`src/rtl/id_ex_stage.sv`:
```
// ID/EX pipeline register with load-use hazard detection and EX-stage operand forwarding.
// Operands are selected combinationally from the register and the MEM/WB results.
module id_ex_stage (
  input  logic        clk,
  input  logic        reset,
  input  logic        id_valid,
  input  logic [3:0]  id_ctl,
  input  logic [31:0] id_rs_data,
  input  logic [31:0] id_rt_data,
  input  logic [31:0] id_imm,
  input  logic        id_alusrc,
  input  logic [4:0]  id_rs,
  input  logic [4:0]  id_rt,
  input  logic [4:0]  id_dest,
  input  logic        id_regwrite,
  input  logic        id_memread,
  input  logic        id_memwrite,
  input  logic        flush,
  output logic        stall_out,
  input  logic        mem_regwrite,
  input  logic [4:0]  mem_dest,
  input  logic [31:0] mem_result,
  input  logic        wb_regwrite,
  input  logic [4:0]  wb_dest,
  input  logic [31:0] wb_result,
  output logic [3:0]  alu_ctl,
  output logic [31:0] alu_a,
  output logic [31:0] alu_b,
  output logic [31:0] ex_store_data,
  output logic [4:0]  ex_dest,
  output logic        ex_regwrite,
  output logic        ex_memread,
  output logic        ex_memwrite,
  output logic        ex_valid
);

  logic        r_valid;
  logic [3:0]  r_ctl;
  logic [31:0] r_rs_data;
  logic [31:0] r_rt_data;
  logic [31:0] r_imm;
  logic        r_alusrc;
  logic [4:0]  r_rs;
  logic [4:0]  r_rt;
  logic [4:0]  r_dest;
  logic        r_regwrite;
  logic        r_memread;
  logic        r_memwrite;

  logic        w_stall;
  logic [31:0] w_fwd_rs;
  logic [31:0] w_fwd_rt;

  // A load in EX whose result the ID instruction reads cannot be forwarded in time.
  // rt only matters when it feeds the ALU or is the store data.
  always_comb begin
    w_stall = id_valid & r_valid & r_memread & (r_dest != 5'd0) &
              ((r_dest == id_rs) | ((r_dest == id_rt) & (~id_alusrc | id_memwrite)));
  end

  assign stall_out = w_stall;

  // Reset, flush and stall all load a bubble; the stalled instruction is re-presented.
  always_ff @(posedge clk) begin
    if (reset || flush || w_stall) begin
      r_valid    <= 1'b0;
      r_ctl      <= 4'd0;
      r_rs_data  <= 32'd0;
      r_rt_data  <= 32'd0;
      r_imm      <= 32'd0;
      r_alusrc   <= 1'b0;
      r_rs       <= 5'd0;
      r_rt       <= 5'd0;
      r_dest     <= 5'd0;
      r_regwrite <= 1'b0;
      r_memread  <= 1'b0;
      r_memwrite <= 1'b0;
    end else begin
      r_valid    <= id_valid;
      r_ctl      <= id_ctl;
      r_rs_data  <= id_rs_data;
      r_rt_data  <= id_rt_data;
      r_imm      <= id_imm;
      r_alusrc   <= id_alusrc;
      r_rs       <= id_rs;
      r_rt       <= id_rt;
      r_dest     <= id_dest;
      r_regwrite <= id_regwrite & id_valid;
      r_memread  <= id_memread & id_valid;
      r_memwrite <= id_memwrite & id_valid;
    end
  end

  // The younger MEM result wins over WB; register 0 is hardwired and never forwarded.
  always_comb begin
    w_fwd_rs = r_rs_data;
    if (mem_regwrite && (mem_dest != 5'd0) && (mem_dest == r_rs))
      w_fwd_rs = mem_result;
    else if (wb_regwrite && (wb_dest != 5'd0) && (wb_dest == r_rs))
      w_fwd_rs = wb_result;

    w_fwd_rt = r_rt_data;
    if (mem_regwrite && (mem_dest != 5'd0) && (mem_dest == r_rt))
      w_fwd_rt = mem_result;
    else if (wb_regwrite && (wb_dest != 5'd0) && (wb_dest == r_rt))
      w_fwd_rt = wb_result;
  end

  assign alu_a         = w_fwd_rs;
  assign alu_b         = r_alusrc ? r_imm : w_fwd_rt;
  assign ex_store_data = w_fwd_rt;
  assign alu_ctl       = r_ctl;
  assign ex_dest       = r_dest;
  assign ex_regwrite   = r_regwrite;
  assign ex_memread    = r_memread;
  assign ex_memwrite   = r_memwrite;
  assign ex_valid      = r_valid;

endmodule

```
`config.mk`:
```
export PLATFORM = sky130hd
export DESIGN_NAME = id_ex_stage
export DESIGN_NICKNAME = d
export VERILOG_FILES = /design/src/rtl/id_ex_stage.sv
export SDC_FILE = /design/constraint.sdc
export NUM_CORES = 1
export LEC_CHECK = 0
export ABC_AREA = 0
export CORE_AREA = 3 3 132 134
export DETAILED_ROUTE_END_ITERATION = 16
export DIE_AREA = 0 0 135 137
export PLACE_DENSITY_LB_ADDON = 0.12
export SYNTH_ARGS = -nofsm -noshare
export SYNTH_HDL_FRONTEND = slang
export SYNTH_SLANG_ARGS = --single-unit
```
`constraint.sdc`:
```
create_clock -name clk -period 2.14 [get_ports clk]
set_input_delay 0.428 -clock clk [delete_from_list [all_inputs] [get_ports clk]]
set_output_delay 0.428 -clock clk [all_outputs]
set_load 0.05 [all_outputs]
```
==> qor.txt, run 1 <==
Status = finished with violations
Violated checks = setup timing
Ys flop type = dfxtp_1
TritonCTS clock tree = yes
Worst setup EP type = output pin
Reg2reg end = r_rs_data[22]$_SDFF_PP0_
Ys async rst share = 0%
Post-Route WL = 27.5 mm
ANT nets after route = 0
Layout Nets = 1210
Max_cap viols = 0
Iter 0 DRT Violations = 219
Leak = 5.27 nW
Synth cell types = 30
Final hold vios = 0
Worst-margin pin slew = 0.509 ns
Share of cells above drive strength 1 = 44.1%
Post-placement worst setup slack = -0.983 ns
Drt drc = 0
Via density = 5.06
Post-synth net total = 830
Total core area = 16400 sq um
Global-route wire length before repair = 39.2 mm
CP Cell Sequence = buf_6 > xor2_2 > nor3_2 > buf_4 > nand3_4 > buf_12 > buf_16 > buf_12 > buf_8 > a21oi_2 > buf_6
Largest net degree at the start of global routing = 63
Pwr/cell area = 570 nW/um^2
Register-to-Register Path Depth = 7
Root Driver = clkbuf_16
Design Area, Final = 13600 sq um
DIE AREA = 18500 sq um
Fmax = 0.355 GHz
Setup violators final = 96
Worst setup margin = -0.675 ns
Longest Clk Path Bufs = 2
Site Rows = 47
Reg2Reg Setup Slack = 0.33 ns
Synthesized flop and latch total = 120
Worst Path Max Fanout = 6
CTS buffer count = 17
Commonest cells post-synth = 120 x dfxtp_1, 118 x and2_1, 64 x mux2i_1
Global route total overflow = 0
Cell Area, Placed = 11100 sq um
Register area share after synthesis = 41.1%
Synth top area cells = dfxtp_1 41%, and2_1 13%, mux2i_1 11%
Yosys warnings = 0
Number of flops mapped to enable cells by yosys = 0
Num Clock Sinks = 120
Slew headroom = 65.9%
Hold crit path type = in -> reg
Post-DP HPWL = 16.4 mm
Hold Startpoint = id_rt[3]
Number of diodes = 0
I/O Buffers = 308
Hold Path Stages = 2
Cells after Synth = 631
Reg2reg start = ex_dest[2]$_SDFF_PP0_
Minimum clock period after layout = 2.81 ns
All-Layer GR Usage = 28.2%
CP arrival = 2.39 ns
Die Y = 137 um
RSZ-0062 raised after global routing = true
Share of the synthesized area in the top cell type = 41.1%
Post-Syn Area = 5850 sq um
Chip width = 135 um
CTS H-tree depth = 4
Clock transition at the registers of the reported paths = 0.06 ns
Initial core utilization = 35.7%
Crit path required time = 1.71 ns
Crit path largest cell delay = 0.33 ns
Syn avg cell area = 9.27 sq um
Clk_lat worst skew = 0.42 ns
CP startpoint kind = register
Synth area leader = dfxtp_1
IO Pins = 309
Critical path's slowest cell = dfxtp_2
VDD IR max = 0.560 mV
Vias in the first global route = 7015
Routability cong. = 0.879
P&R area growth vs syn = 133%
WL/cell = 22.1 um
Routed vias = 6290
CP Class = reg -> out
Fin. max-slew vios = 0
DRT Pass-1 Iters = 4
Final Cycle Share = 132%
Antenna violations before repair = 1
Hold Path End = r_rt[3]$_SDFF_PP0_
Most frequent cell after synthesis = dfxtp_1
Skew final = 0.00786 ns
## what timing repair did
action | CTS | global route
pin swaps | 70 | 55
buffers inserted | 25 | 4
hold buffers | 0 | 0
resized for setup | 244 | 93
gates cloned | 16 | 2
endpoints found under the setup margin | 98 | 100
## power by group
part	switching, mW	total (mW)	internal, mW
logic	1.11	2.28	1.16
clock network	1.10	3.11	2.01
registers	0.0587	2.39	2.33
## per-layer routing
| layer | share of wire (%) | wire length, um | up-vias | GRT usage [%] |
|---|---|---|---|---|
| met5 | 0.047 | 13 | - | 0 |
| met4 | 4.3 | 1200 | 2 | 11.5 |
| met3 | 6.9 | 1900 | 78 | 8.49 |
| met2 | 53 | 14500 | 276 | 52.6 |
| met1 | 36 | 9860 | 3011 | 29.4 |
| li1 | - | - | 2923 | - |
## cell families after synthesis
| kind of cell | count (synthesis) | share of synthesized area, % |
|---|---|---|
| simple gates | 234 | 21.8 |
| flops | 120 | 41.1 |
| compound gates | 103 | 14.3 |
| buf+inv | 80 | 7.40 |
| mux | 64 | 10.9 |
| xor+xnor | 30 | 4.49 |
## flip-flops by register name, summed over array words and instances (netlist names)
name,flops
r_imm,32
r_rs_data,32
r_rt_data,32
ex_dest,5
r_rs,5
r_rt,5
alu_ctl,4
ex_memread,1
ex_memwrite,1
ex_regwrite,1
ex_valid,1
r_alusrc,1
## area by class of cell
cell class	count	area [sq um]
clock buffers	21	460
clock inverters	11	171
flip-flops and latches	120	2420
multi-input cells	431	4960
repair buffers	408	5230
well taps	220	275
inverters	33	124
fillers	844	2770
## placed cells by master (no fill, tap or decap), types with 10 or more instances in the layout
master           netlist  layout
clkdlybuf4s50_1        0     194
and2_1               118     117
dfxtp_1              120     110
buf_12                 6      88
mux2i_4                0      49
buf_6                  1      44
buf_4                  4      42
inv_1                 33      33
a221oi_4               0      32
o21ai_4                0      30
nor3_1                37      26
nor2_1                34      22
clkbuf_16              0      19
nand2_1               33      18
a21oi_4                0      18
xnor2_1               16      16
nand2_4                0      15
buf_16                 0      15
a21oi_2                0      14
xor2_1                14      13
mux2i_2                0      12
nor3_2                 0      11
buf_8                  0      10
## worst max-delay path, delay by kind of cell (launching register included)
| family | cells | cell delay [ns] |
|---|---|---|
| DFF | 1 | 0.33 |
| buffers and inverters | 7 | 1.03 |
| and+or+nand+nor | 2 | 0.32 |
| xor gates and xnor gates | 1 | 0.15 |
| AOI/OAI and AO/OA | 1 | 0.14 |
## worst max path at each step
| stage | startpoint | end | slack [ns] | cells after the start |
|---|---|---|---|---|
| after CTS | r_rt[2]$_SDFF_PP0_ | alu_b[17] | -0.69 | 10 |
| after global placement | wb_dest[4] | alu_b[13] | -0.97 | 9 |
| after floorplan | wb_dest[1] | alu_b[10] | -0.42 | 6 |
| after detailed placement | wb_dest[2] | alu_b[13] | -0.98 | 9 |
| final | r_rt[4]$_SDFF_PP0_ | ex_store_data[15] | -0.67 | 11 |
| after global routing | r_rt[4]$_SDFF_PP0_ | alu_b[13] | -0.74 | 9 |
## metrics by stage
step	total power [mW]	TNS (ns)	cells	hold slack [ns]	utilization, %
after CTS	7.70	-55.64	1243	0.381	80.5
after detailed placement	4.45	-91.41	1192	0.996	67.9
after floorplan	3.39	-36.32	631	0.550	-
after global routing	8.00	-58.59	1244	0.404	83.1
after global placement	4.42	-87.21	1192	0.994	67.9
final	7.77	-53.33	1244	0.403	83.1
Power figures use the tool's default switching activity.
==> inputs of run 2 (changes only) <==
--- a/config.mk
+++ b/config.mk
@@ -6,10 +6,12 @@
 export NUM_CORES = 1
 export LEC_CHECK = 0
 export ABC_AREA = 0
-export CORE_AREA = 3 3 132 134
+export CORE_AREA = 3 3 125 127
 export DETAILED_ROUTE_END_ITERATION = 16
-export DIE_AREA = 0 0 135 137
+export DIE_AREA = 0 0 128 130
 export PLACE_DENSITY_LB_ADDON = 0.12
+export SETUP_SLACK_MARGIN = 0.3
+export SLEW_MARGIN = 20
 export SYNTH_ARGS = -nofsm -noshare
 export SYNTH_HDL_FRONTEND = slang
 export SYNTH_SLANG_ARGS = --single-unit
==> constraint.sdc (replaced) <==
create_clock -name clk -period 2.6 [get_ports clk]
set_input_delay 0.52 -clock clk [delete_from_list [all_inputs] [get_ports clk]]
set_output_delay 0.52 -clock clk [all_outputs]
set_load 0.05 [all_outputs]
==> run 2 against run 1 <==
The flow still finishes with violations (setup timing). Cell count decreased by 1.4%. Design area down 5.4%. Largest cell class unchanged. Critical path type is now in -> out. Clock-buffer cell count up 2. Largest power group unchanged.
==> qor.txt, run 2 (same netlist as run 1, synthesis figures left out) <==
Global Route met2 Usage = 55.4%
Share of cells above drive strength 1 = 39.5%
Leak = 5.25 nW
Routability cong. = 0.900
Pwr/cell area = 489 nW/um^2
Global-route wire length before repair = 37.6 mm
Layout Nets = 1230
Largest regs = r_imm (32), r_rs_data (32), r_rt_data (32)
Met3 usage = 8.23%
Minimum clock period after layout = 3.07 ns
CP arrival = 2.55 ns
Crit path required time = 2.08 ns
Commonest non-fill, non-tap cell in the layout = clkdlybuf4s50_1
Hold Startpoint = id_rt[2]
P_sw = 1.77 mW
Reg2reg end = r_imm[10]$_SDFF_PP0_
Cell-internal power = 4.53 mW
Sequential power share = 31.0%
Clk_lat worst skew = 0.41 ns
Worst Path Max Fanout = 6
Fin. max-slew vios = 0
Site Rows = 44
P&R area growth vs syn = 121%
Register-to-Register Path Depth = 8
Clock transition at the registers of the reported paths = 0.05 ns
Sw frac = 28.2%
DIE AREA = 16600 sq um
Die Y = 130 um
FILL cells = 611
Hold Path End = r_rt[2]$_SDFF_PP0_
Longest Clk Path Bufs = 2
TritonCTS clock tree = yes
Hold crit path type = in -> reg
Max_cap viols = 0
Vias in the first global route = 6868
Skew final = 0.00627 ns
Hold Path Stages = 2
Number of diodes = 0
Fmax = 0.326 GHz
CP startpoint kind = input pin
Final core occ = 88.8%
Clk pwr share = 40.3%
RSZ-0062 raised after global routing = true
Highest-count cells in the layout ignoring fill and taps = 194 x clkdlybuf4s50_1, 117 x and2_1, 116 x dfxtp_1, 80 x buf_12, 76 x buf_4
Total power = 6.30 mW
Drt drc = 0
Slew headroom = 62.1%
Logic pwr share = 28.7%
Via density = 5.22
All-Layer GR Usage = 29.5%
Iter 0 DRT Violations = 306
Final hold vios = 0
Num Clock Sinks = 120
Routed vias = 6408
Worst-margin pin slew = 0.564 ns
Setup violators final = 96
Chip width = 128 um
Root Driver = clkbuf_16
WL/cell = 21.8 um
Violated checks = setup timing
Post-Route WL = 26.8 mm
Post-DP HPWL = 16.8 mm
Largest net degree at the start of global routing = 64
Worst setup EP type = output pin
Reg2Reg Setup Slack = 0.64 ns
CTS buffer count = 17
Status = finished with violations
Met1 Usage GRT = 31.2%
IO Pins = 309
Reg2reg start = ex_dest[1]$_SDFF_PP0_
Initial core utilization = 40.3%
DRT Pass-1 Iters = 5
Final Cycle Share = 118%
Total core area = 14500 sq um
VDD IR max = 0.503 mV
Worst setup margin = -0.471 ns
CTS H-tree depth = 4
I/O Buffers = 308
Global route total overflow = 0
ANT nets after route = 0
GR peak layer = met2
Antenna violations before repair = 0
CP Class = in -> out
run 2: changes by cell type in the layout (fill, tap and decap cells not counted), moves of 13 or more:
cell / before / now
nand2_1: 18 / 33
buf_4: 42 / 76
mux2i_1: 3 / 28
mux2i_4: 49 / 11
nand2_4: 15 / 0
mux2i_2: 12 / 25
run 2: routing by layer:
| metal | wire length, um | part of all wire, % |
|---|---|---|
| met3 | 1990 | 7.4 |
| met2 | 14500 | 54 |
| met5 | 0 | 0 |
| met1 | 9370 | 35 |
| met4 | 959 | 3.6 |
run 2: worst max-delay path by stage:
stage | startpoint | end | slack (ns)
6_report | wb_dest[3] | alu_b[28] | -0.47
3_5_place_dp | wb_dest[4] | ex_store_data[31] | -0.74
4_1_cts | wb_dest[3] | alu_b[22] | -0.47
3_3_place_gp | wb_dest[4] | alu_b[8] | -0.67
2_1_floorplan | wb_dest[1] | alu_b[10] | -0.14
5_1_grt | r_rt[0]$_SDFF_PP0_ | alu_b[20] | -0.53
run 2: power groups by stage:
| stage | logic (mW) | clock network [mW] | registers, mW |
|---|---|---|---|
| 3_3_place_gp | 1.63 | 0 | 1.98 |
| 4_1_cts | 1.75 | 2.56 | 1.95 |
| 3_5_place_dp | 1.65 | 0 | 1.98 |
| 2_1_floorplan | 0.788 | 0 | 2.00 |
| 5_1_grt | 1.87 | 2.63 | 1.96 |
| 6_report | 1.81 | 2.54 | 1.95 |
run 2: area by class of cell:
class | count | area [sq um] | area share, %
Clock buffer | 23 | 488 | 3.78
Clock inverter | 8 | 143 | 1.11
Inverter | 33 | 124 | 0.960
Multi-Input combinational cell | 431 | 4340 | 33.6
Sequential cell | 120 | 2410 | 18.7
Tap cell | 184 | 230 | 1.78
Timing Repair Buffer | 428 | 5170 | 40.1
run 2: what timing repair did:
action,4_1_cts,5_1_grt
setup buffers,16,12
pin swaps,45,37
hold buffers,0,0
endpoints found under the setup margin,97,97
gates resized for setup,152,44
cloned,8,4
run 2: through the flow:
| stage | cell area (sq um) | hold WS (ns) | setup slack, ns | setup TNS [ns] | cells |
|---|---|---|---|---|---|
| 4_1_cts | 12500 | 0.490 | -0.468 | -34.13 | 1211 |
| 3_5_place_dp | 11000 | 1.09 | -0.736 | -60.16 | 1156 |
| 6_report | 12900 | 0.394 | -0.471 | -33.16 | 1227 |
| 5_1_grt | 12900 | 0.415 | -0.533 | -37.57 | 1227 |
| 3_3_place_gp | 11000 | 1.08 | -0.670 | -55.43 | 1156 |
| 2_1_floorplan | 6710 | 0.642 | -0.141 | -9.98 | 631 |
run 2: worst max-delay path, stage by stage:
cell	delay, ns
buf_6	0.09
or4_4	0.52
o21a_4	0.22
nand4_4	0.12
buf_12	0.12
buf_12	0.10
buf_12	0.12
mux2i_1	0.08
buf_4	0.15
a221oi_4	0.31
buf_12	0.18
==> inputs of run 3 (changes only) <==
--- a/config.mk
+++ b/config.mk
@@ -6,9 +6,10 @@
 export NUM_CORES = 1
 export LEC_CHECK = 0
 export ABC_AREA = 0
-export CORE_AREA = 3 3 125 127
+export CORE_AREA = 3 3 119 121
 export DETAILED_ROUTE_END_ITERATION = 16
-export DIE_AREA = 0 0 128 130
+export DIE_AREA = 0 0 122 124
+export DONT_BUFFER_PORTS = 1
 export PLACE_DENSITY_LB_ADDON = 0.12
 export SETUP_SLACK_MARGIN = 0.3
 export SLEW_MARGIN = 20
==> constraint.sdc (replaced) <==
create_clock -name clk -period 3.1 [get_ports clk]
set_input_delay 0.62 -clock clk [delete_from_list [all_inputs] [get_ports clk]]
set_output_delay 0.62 -clock clk [all_outputs]
set_load 0.05 [all_outputs]
==> run 3 against run 2 <==
The run now ends clean. Non-clock buffer count shrank 292. Design area is 15% lower. Sequential cell count is the same. Via count down 18%. First-iteration DRC count is 16% lower. Sequential share of layout area rose by 3.4 points. Clock skew barely moved. Critical path depth down 4. Critical path type unchanged. Critical endpoint is now alu_b[9]. Largest cell class is now multi-input gates.
==> qor.txt, run 3 (same netlist as run 1, synthesis figures left out) <==
Status = completed
Commonest non-fill, non-tap cell in the layout = and2_1
Worst setup EP type = output pin
CP Class = in -> out
Largest net degree at the start of global routing = 61
Worst-margin pin slew = 0.523 ns
Global-route wire length before repair = 33.7 mm
Clock transition at the registers of the reported paths = 0.06 ns
Iter 0 DRT Violations = 258
Post-placement worst setup slack = 0.0766 ns
Skew final = 0.00673 ns
Total core area = 13200 sq um
Clk_lat worst skew = 0.41 ns
Minimum clock period after layout = 3.03 ns
P&R area growth vs syn = 86.4%
TritonCTS clock tree = yes
Antenna violations before repair = 7
CTS H-tree depth = 4
Initial core utilization = 44.4%
I/O Buffers = 0
WL/cell = 25.3 um
Post-CTS Hold Buffers = 0
Drt drc = 0
CTS buffer count = 17
Final core occ = 82.7%
Slew headroom = 64.9%
IO Pins = 309
Layout Nets = 939
All-Layer GR Usage = 30.0%
Routability cong. = 0.811
Pwr/cell area = 459 nW/um^2
Via density = 5.64
RSZ-0062 raised after global routing = true
Routed vias = 5275
Worst setup margin = 0.0659 ns
Leak = 3.97 nW
Final Cycle Share = 97.9%
Hold crit path type = in -> reg
Root Driver = clkbuf_16
Fmax = 0.330 GHz
Post-Route WL = 23.7 mm
Largest regs = r_imm (32), r_rs_data (32), r_rt_data (32)
Longest Clk Path Bufs = 2
Register-to-Register Path Depth = 5
Register area = 2410 sq um
Vias in the first global route = 5704
Area of the multi-input gates = 4870 sq um
Highest-count cells in the layout ignoring fill and taps = 118 x and2_1, 116 x dfxtp_1, 102 x buf_12, 46 x mux2i_4, 34 x nor3_1
Max_cap viols = 0
Die Y = 124 um
Site Rows = 42
Final hold vios = 0
FILL cells = 651
Worst Path Max Fanout = 14
Fin. max-slew vios = 0
Post-DP HPWL = 15.2 mm
DRT Pass-1 Iters = 4
CP startpoint kind = input pin
Hold Path Stages = 1
DIE AREA = 15100 sq um
Crit path required time = 2.48 ns
Num Clock Sinks = 120
Chip width = 122 um
Share of cells above drive strength 1 = 48.6%
CP arrival = 2.41 ns
Setup violators final = 0
ANT nets after route = 0
Global route total overflow = 0
VDD IR max = 0.383 mV
## run 3: final cells by class
type	count	area share [%]
antenna	6	0.138
tap	176	2.02
timing repair buffer	136	24.0
clock inverter	12	1.49
multi-input combinational	432	44.7
clock buffer	20	4.38
inverter	33	1.14
sequential	120	22.1
## run 3: metrics by stage
stage | instance area, sq um | setup TNS, ns | hold WS, ns | cells | power, mW
after floorplan | 7310 | 0 | 0.742 | 631 | 2.39
after global placement | 9390 | 0 | 0.742 | 876 | 2.83
after detailed placement | 9390 | 0 | 0.745 | 876 | 2.85
after CTS | 10700 | 0 | 0.302 | 928 | 5.01
after global routing | 10900 | -0.00802 | 0.307 | 935 | 5.14
final | 10900 | 0 | 0.317 | 935 | 5.01
## run 3: layer usage
metal / vias to the layer above / global-route usage [%] / share of wire, %
met5: - / 0 / 0.11
met4: 4 / 15.0 / 4.1
met3: 76 / 11.8 / 9.7
met2: 291 / 53.9 / 53
met1: 2525 / 30.4 / 33
li1: 2379 / - / -
## run 3: final timing paths
| kind | from | endpoint | slack, ns |
|---|---|---|---|
| max | wb_dest[1] | alu_b[9] | 0.07 |
| min | id_imm[4] | r_imm[4]$_SDFF_PP0_ | 0.32 |
| max reg2reg | ex_valid$_SDFF_PP0_ | r_imm[10]$_SDFF_PP0_ | 1.16 |
| min reg2reg | ex_dest[4]$_SDFF_PP0_ | r_rt[4]$_SDFF_PP0_ | 1.48 |
## run 3: timing repair
item | 4_1_cts | 5_1_grt
buffers inserted | 7 | 0
gates resized for setup | 72 | 35
setup endpoints to repair | 96 | 96
pin swaps | 34 | 40
gates cloned | 13 | 1
## run 3: critical path, stage by stage
cell	delay, ns
or4_1	0.51
o21a_1	0.23
nand4_4	0.15
buf_12	0.24
mux2i_4	0.36
a221oi_4	0.11
buf_12	0.17
## run 3: report_power, final
part / internal (mW) / leakage [nW] / total (mW) / switching (mW)
Sequential: 1.61 / 0.987 / 1.66 / 0.0549
Combinational: 0.577 / 2.68 / 1.22 / 0.647
Clock: 1.36 / 0.297 / 2.12 / 0.761
